==> src/rtl/spi_master_p.sv <==
`timescale 1ns/1ps
// spi_master_p -- parametrised SPI mode-0 master in a single clk domain.
// Each transfer shifts one receiver word (or all-ones fill) out on mosi and
// captures one miso word for the transmitter. sck is a registered output
// produced by a clock-enable divider; it is never used as a clock.
// Build option: define SPIM_RX_SKID_EN to add a one-entry rx holding buffer
// so a receiver word can be accepted while a transfer is in flight.
module spi_master_p #(
    parameter int WIDTH     = 16,
    parameter int DIV       = 1,
    parameter int GAP       = 2,
    parameter bit MSB_FIRST = 1'b0
) (
    input  logic             clk,
    input  logic             reset,
    input  logic [WIDTH-1:0] rx_data,
    input  logic             rx_strobe,
    output logic             rx_accept,
    input  logic             tx_request,
    output logic [WIDTH-1:0] tx_data,
    output logic             tx_strobe,
    output logic             busy,
    output logic             ss,
    output logic             sck,
    output logic             mosi,
    input  logic             miso
);

    localparam int GAP_CYC = 2 * GAP * DIV;
    localparam int DIV_W   = (DIV > 1) ? $clog2(DIV) : 1;
    localparam int GAP_W   = $clog2(GAP_CYC);
    localparam int BIT_W   = $clog2(WIDTH);

    typedef enum logic [1:0] {S_IDLE, S_SHIFT, S_GAP, S_END} state_t;

    state_t           state;
    logic [WIDTH-1:0] shreg;
    logic [WIDTH-1:0] capture;
    logic [WIDTH-1:0] shreg_next;
    logic [WIDTH-1:0] cap_next;
    logic [WIDTH-1:0] load_word;
    logic [WIDTH-1:0] rx_word;
    logic [DIV_W-1:0] div_cnt;
    logic [BIT_W-1:0] bit_cnt;
    logic [GAP_W-1:0] gap_cnt;
    logic             tx_pend;
    logic             rx_avail;
    logic             rx_take;
    logic             start_now;

    // Bit that goes on the wire first for a given word
    function automatic logic first_bit(input logic [WIDTH-1:0] w);
        return MSB_FIRST ? w[WIDTH-1] : w[0];
    endfunction

    // Shift helpers: advance the outgoing word and fold miso into the capture in wire order
    always_comb begin
        if (MSB_FIRST) begin
            shreg_next = {shreg[WIDTH-2:0], 1'b1};
            cap_next   = {capture[WIDTH-2:0], miso};
        end else begin
            shreg_next = {1'b1, shreg[WIDTH-1:1]};
            cap_next   = {miso, capture[WIDTH-1:1]};
        end
        load_word = rx_avail ? rx_word : '1;
    end

`ifdef SPIM_RX_SKID_EN
    logic             skid_full;
    logic [WIDTH-1:0] skid_data;
    logic             fresh_rx;
    logic             direct_take;
    logic             skid_load;

    // rx source selection; a strobe already acknowledged by the live rx_accept pulse is not new
    always_comb begin
        fresh_rx    = rx_strobe && !rx_accept;
        rx_avail    = skid_full || fresh_rx;
        rx_word     = skid_full ? skid_data : rx_data;
        start_now   = (state == S_IDLE) && (rx_avail || tx_request);
        direct_take = start_now && !skid_full && fresh_rx;
        skid_load   = fresh_rx && !direct_take && (!skid_full || start_now);
        rx_take     = direct_take || skid_load;
    end

    // Holding buffer: filled on accept in any state, emptied when IDLE starts from it
    always_ff @(posedge clk) begin
        if (reset) begin
            skid_full <= 1'b0;
            skid_data <= '0;
        end else if (skid_load) begin
            skid_full <= 1'b1;
            skid_data <= rx_data;
        end else if (start_now && skid_full) begin
            skid_full <= 1'b0;
        end
    end
`else
    // rx source selection; without a buffer a word is only taken when IDLE starts
    always_comb begin
        rx_avail  = rx_strobe;
        rx_word   = rx_data;
        start_now = (state == S_IDLE) && (rx_avail || tx_request);
        rx_take   = start_now && rx_avail;
    end
`endif

    // Transfer FSM with registered SPI pins, strobes and busy
    always_ff @(posedge clk) begin
        if (reset) begin
            state     <= S_IDLE;
            ss        <= 1'b1;
            sck       <= 1'b0;
            mosi      <= 1'b1;
            rx_accept <= 1'b0;
            tx_strobe <= 1'b0;
            tx_data   <= '0;
            busy      <= 1'b0;
            tx_pend   <= 1'b0;
            shreg     <= '1;
            capture   <= '0;
            div_cnt   <= '0;
            bit_cnt   <= '0;
            gap_cnt   <= '0;
        end else begin
            rx_accept <= rx_take;
            case (state)
                S_IDLE: begin
                    if (start_now) begin
                        shreg   <= load_word;
                        mosi    <= first_bit(load_word);
                        ss      <= 1'b0;
                        div_cnt <= '0;
                        bit_cnt <= '0;
                        tx_pend <= tx_request;
                        busy    <= 1'b1;
                        state   <= S_SHIFT;
                    end
                end
                S_SHIFT: begin
                    if (div_cnt == DIV_W'(DIV - 1)) begin
                        div_cnt <= '0;
                        sck     <= ~sck;
                        if (!sck) begin
                            capture <= cap_next;
                        end else if (bit_cnt == BIT_W'(WIDTH - 1)) begin
                            ss      <= 1'b1;
                            mosi    <= 1'b1;
                            gap_cnt <= '0;
                            state   <= S_GAP;
                            if (tx_pend) begin
                                tx_data   <= capture;
                                tx_strobe <= 1'b1;
                            end
                        end else begin
                            bit_cnt <= bit_cnt + BIT_W'(1);
                            shreg   <= shreg_next;
                            mosi    <= first_bit(shreg_next);
                        end
                    end else begin
                        div_cnt <= div_cnt + DIV_W'(1);
                    end
                end
                S_GAP: begin
                    // END and the IDLE sampling cycle add to ss-high time, so the
                    // start-to-start interval lands on 2*DIV*(WIDTH+GAP)+1 cycles
                    if (gap_cnt == GAP_W'(GAP_CYC - 2)) begin
                        state <= S_END;
                    end else begin
                        gap_cnt <= gap_cnt + GAP_W'(1);
                    end
                end
                S_END: begin
                    if (!tx_request || !tx_strobe) begin
                        tx_strobe <= 1'b0;
                        busy      <= 1'b0;
                        state     <= S_IDLE;
                    end
                end
                default: begin
                    state <= S_IDLE;
                    busy  <= 1'b0;
                end
            endcase
        end
    end

endmodule

==> config.mk <==
export PLATFORM = sky130hd
export DESIGN_NAME = spi_master_p
export DESIGN_NICKNAME = d
export VERILOG_FILES = /design/src/rtl/spi_master_p.sv
export SDC_FILE = /design/constraint.sdc
export NUM_CORES = 1
export LEC_CHECK = 0
export BUFFER_PORTS_ARGS = -buffer_cell sky130_fd_sc_hd__buf_2
export CORE_UTILIZATION = 50
export CTS_CLUSTER_DIAMETER = 100
export CTS_CLUSTER_SIZE = 30
export DETAILED_ROUTE_END_ITERATION = 7
export GPL_TIMING_DRIVEN = 0
export PLACE_DENSITY = 0.71
export SYNTH_ARGS = -nofsm -noshare
export SYNTH_HDL_FRONTEND = slang
export SYNTH_SLANG_ARGS = --single-unit
export TNS_END_PERCENT = 1
==> constraint.sdc <==
create_clock -name clk -period 1.8 [get_ports clk]
set_input_delay 0.18 -clock clk [delete_from_list [all_inputs] [get_ports clk]]
set_output_delay 0.18 -clock clk [all_outputs]
set_load 0.005 [all_outputs]
==> impl_metrics.py <==
metrics = {
    "status": {
        "outcome": "complete, no violations",
    },
    "grt": {
        "antenna_found_initial": 0,
        "grt_pass1_wl_mm": 8.85,
        "use_met1_pct": 27.5,
        "grt_pass1_vias": 2004,
        "grt_use_total_pct": 20.8,
        "grtUsageMet2_pct": 32.5,
        "top_usage_layer": "met2",
        "grt_overflow": 0,
        "grt_max_degree": 18,
        "grt_util_met3_pct": 4.02,
    },
    "worst_setup_path": {
        "cp_common_cell": "buf_12",
        "timing.critical_path.required_ns": 1.99,
        "cp_cell_sequence": "inv_2 > ha_4 > or3b_1 > buf_6 > nand3_4 > buf_12 > buf_12 > o211ai_2",
        "slowest_delay_ns": 0.36,
        "cp-start-kind": "flip-flop",
        "worstPathArrival_ns": 1.92,
        "r2r_setup_slack_ns": 0.07,
        "critPathMaxFanout": 10,
        "cp-end-kind": "flip-flop",
        "crit_slowest_cell": "or3b_1",
        "crit_type": "reg2reg",
    },
    "sta": {
        "setup_viol": 0,
        "worst_pin_slew_ns": 0.678,
        "finalCriticalPeriod_ns": 1.73,
        "fin_ws_ns": 0.0692,
        "fin_setup_tns_ns": 0,
        "max_slew_margin_pct": 54.8,
        "min_period_over_period_pct": 96.2,
        "fmax_mhz": 578,
        "hold_ws_ns": 0.0970,
        "slew_violations": 0,
        "hold_viol_final": 0,
        "fin_skew_ns": 0.00489,
    },
    "power": {
        "netSwitchingFraction_pct": 34.7,
        "seqPwrFrac_pct": 37.8,
        "p_leak_nw": 1.27,
        "p_int_mw": 2.97,
        "finalPower_mw": 4.56,
        "p_per_area_nw_per_um2": 1420,
        "comb_power_share_pct": 34.9,
        "p_switching_mw": 1.58,
        "vdd_ir_drop_max_mv": 0.811,
        "pwr-share-clk_pct": 27.3,
    },
    "synthesis": {
        "synthArstFlopShare_pct": 0,
        "syn_area_per_cell_um2": 8.62,
        "synthFlopType": "dfxtp_1",
        "netlist_top_cells_area": "dfxtp_1, nand2_1, a21oi_1, o211ai_2, ha_1",
        "ys_types": 49,
        "ys_warn_count": 0,
        "synth_largest_area_cell": "dfxtp_1",
        "synth_top_area_share_pct": 46.7,
        "synth-edff-count": 0,
        "syn_area_um2": 2660,
        "seq_area_frac_synth_pct": 46.7,
        "synthCells": 308,
        "synth_nets": 336,
        "ys_ff_latch": 62,
    },
    "place": {
        "place_ws_ns": -0.0403,
        "io_buffers": 41,
        "globalplace.congestion": 0.789,
        "dp_hpwl_mm": 3.79,
    },
    "die": {
        "core_um2": 5110,
        "io_pins": 43,
        "die_area_um2": 5610,
        "fp.dieW_um": 74.9,
        "start_util_pct": 52.0,
        "rows": 26,
        "die_h_um": 74.9,
    },
    "clock_network": {
        "post_cts_buffers": 0,
        "cts-root-buf": "clkbuf_8",
        "h-tree-depth": 3,
        "clk_pin_slew_worst_paths_ns": 0.07,
        "clock_tree.buffer_depth": 2,
        "cts_tree": "built",
        "cts_sinks": 62,
        "cts_hold_buf": 0,
        "cts_resized": 3,
        "numCtsBuffers": 9,
        "clk_latency_ns": 0.34,
    },
    "flow_run": {
        "cap_violations": 0,
    },
    "drt": {
        "drt_iter0_drc": 101,
        "drc_errors": 0,
        "totalWireLength_mm": 5.50,
        "firstDrtPassIters": 4,
        "wl_per_cell_um": 12.7,
        "vias_per_cell": 5.18,
        "vias": 2250,
        "drtAntennaViolNets": 0,
    },
    "hold_path": {
        "hp-class": "in2reg",
    },
    "finish": {
        "n_antenna_cell": 0,
        "synthToLayoutAreaGrowth_pct": 20.9,
        "nFillCells": 450,
        "final_common_cell": "nand2_1",
        "final_util_pct": 62.9,
        "final_cell_mix": "nand2_1, dfxtp_1, buf_2",
        "drive_gt1_share_pct": 26.9,
        "nNetsFinal": 387,
    },
}
==> logic make-up after synthesis <==
group	count (synthesis)	synth area share (%)
AND/OR/NAND/NOR	123	20.2
AO/OA/AOI/OAI	86	22.0
flip-flops	62	46.7
buffers and inverters	26	6.08
adder cells (fa/ha/maj)	7	3.30
multiplexers	3	1.37
XOR/XNOR	1	0.330
==> cells in the mapped netlist (2+ instances only) <==
master	count
dfxtp_1	62
o22ai_1	13
clkbuf_1	8
and3_1	2
nand2b_1	3
nor2_1	11
and2_1	2
a21oi_1	39
buf_4	3
buf_12	2
nor2_2	2
nor3_1	2
o211ai_2	10
inv_1	5
nand3_1	2
buf_6	2
nand2_1	89
nand4_1	2
a311oi_1	2
o211ai_1	5
buf_2	4
ha_1	7
o21ai_1	4
o21ai_0	2
==> power groups by stage <==
stage               clock (mW)  sequential [mW]  combinational (mW)
floorplan                    0             1.71                1.22
global placement             0             1.73                1.50
detailed placement           0             1.73                1.52
CTS                       1.26             1.71                1.54
global route              1.32             1.75                1.76
finish                    1.24             1.72                1.59
==> registers in the layout (all words and copies together), names as in the netlist, 2 cells and up <==
register / cells
bit_cnt: 4
tx_data: 16
capture: 16
shreg: 15
gap_cnt: 2
state: 2
==> metrics by stage <==
stage	cells	instance area (um^2)
after floorplan	308	2660
after global placement	419	2950
after detailed placement	419	2950
after CTS	434	3160
after global routing	434	3210
final	434	3210
==> layout make-up <==
cell class / count / area, um^2 / share of cell area [%]
buffer: 19 / 139 / 4.32
clock buffer: 13 / 159 / 4.95
clock inverter: 3 / 42.5 / 1.32
inverter: 6 / 25.0 / 0.779
multi-input combinational: 220 / 1310 / 40.8
sequential: 62 / 1240 / 38.7
tap: 70 / 87.6 / 2.73
timing repair buffer: 41 / 205 / 6.39
==> routing by layer <==
layer	vias to the layer above	routed length, um
met5	-	0
li1	1172	-
met1	1028	2680
met3	9	165
met4	0	111
met2	41	2550
==> critical path: cells and delay by family (launching register included) <==
family | cells | cell delay (ns)
compound gates | 1 | 0.09
fa+ha+maj | 1 | 0.16
flops | 1 | 0.34
simple gates | 2 | 0.45
buf+inv | 4 | 0.53
==> worst paths after layout <==
check	cells after the start	endpoint	startpoint
worst max-delay path	8	shreg[7]$_SDFFE_PP1P_	state[1]$_SDFFE_PP0P_
worst min-delay path	3	capture[15]$_SDFFE_PP0P_	miso
worst max register to register	8	shreg[7]$_SDFFE_PP1P_	state[1]$_SDFFE_PP0P_
worst min register to register	2	tx_data[15]$_SDFFE_PP0P_	tx_data[15]$_SDFFE_PP0P_
Power figures use the tool's default switching activity.
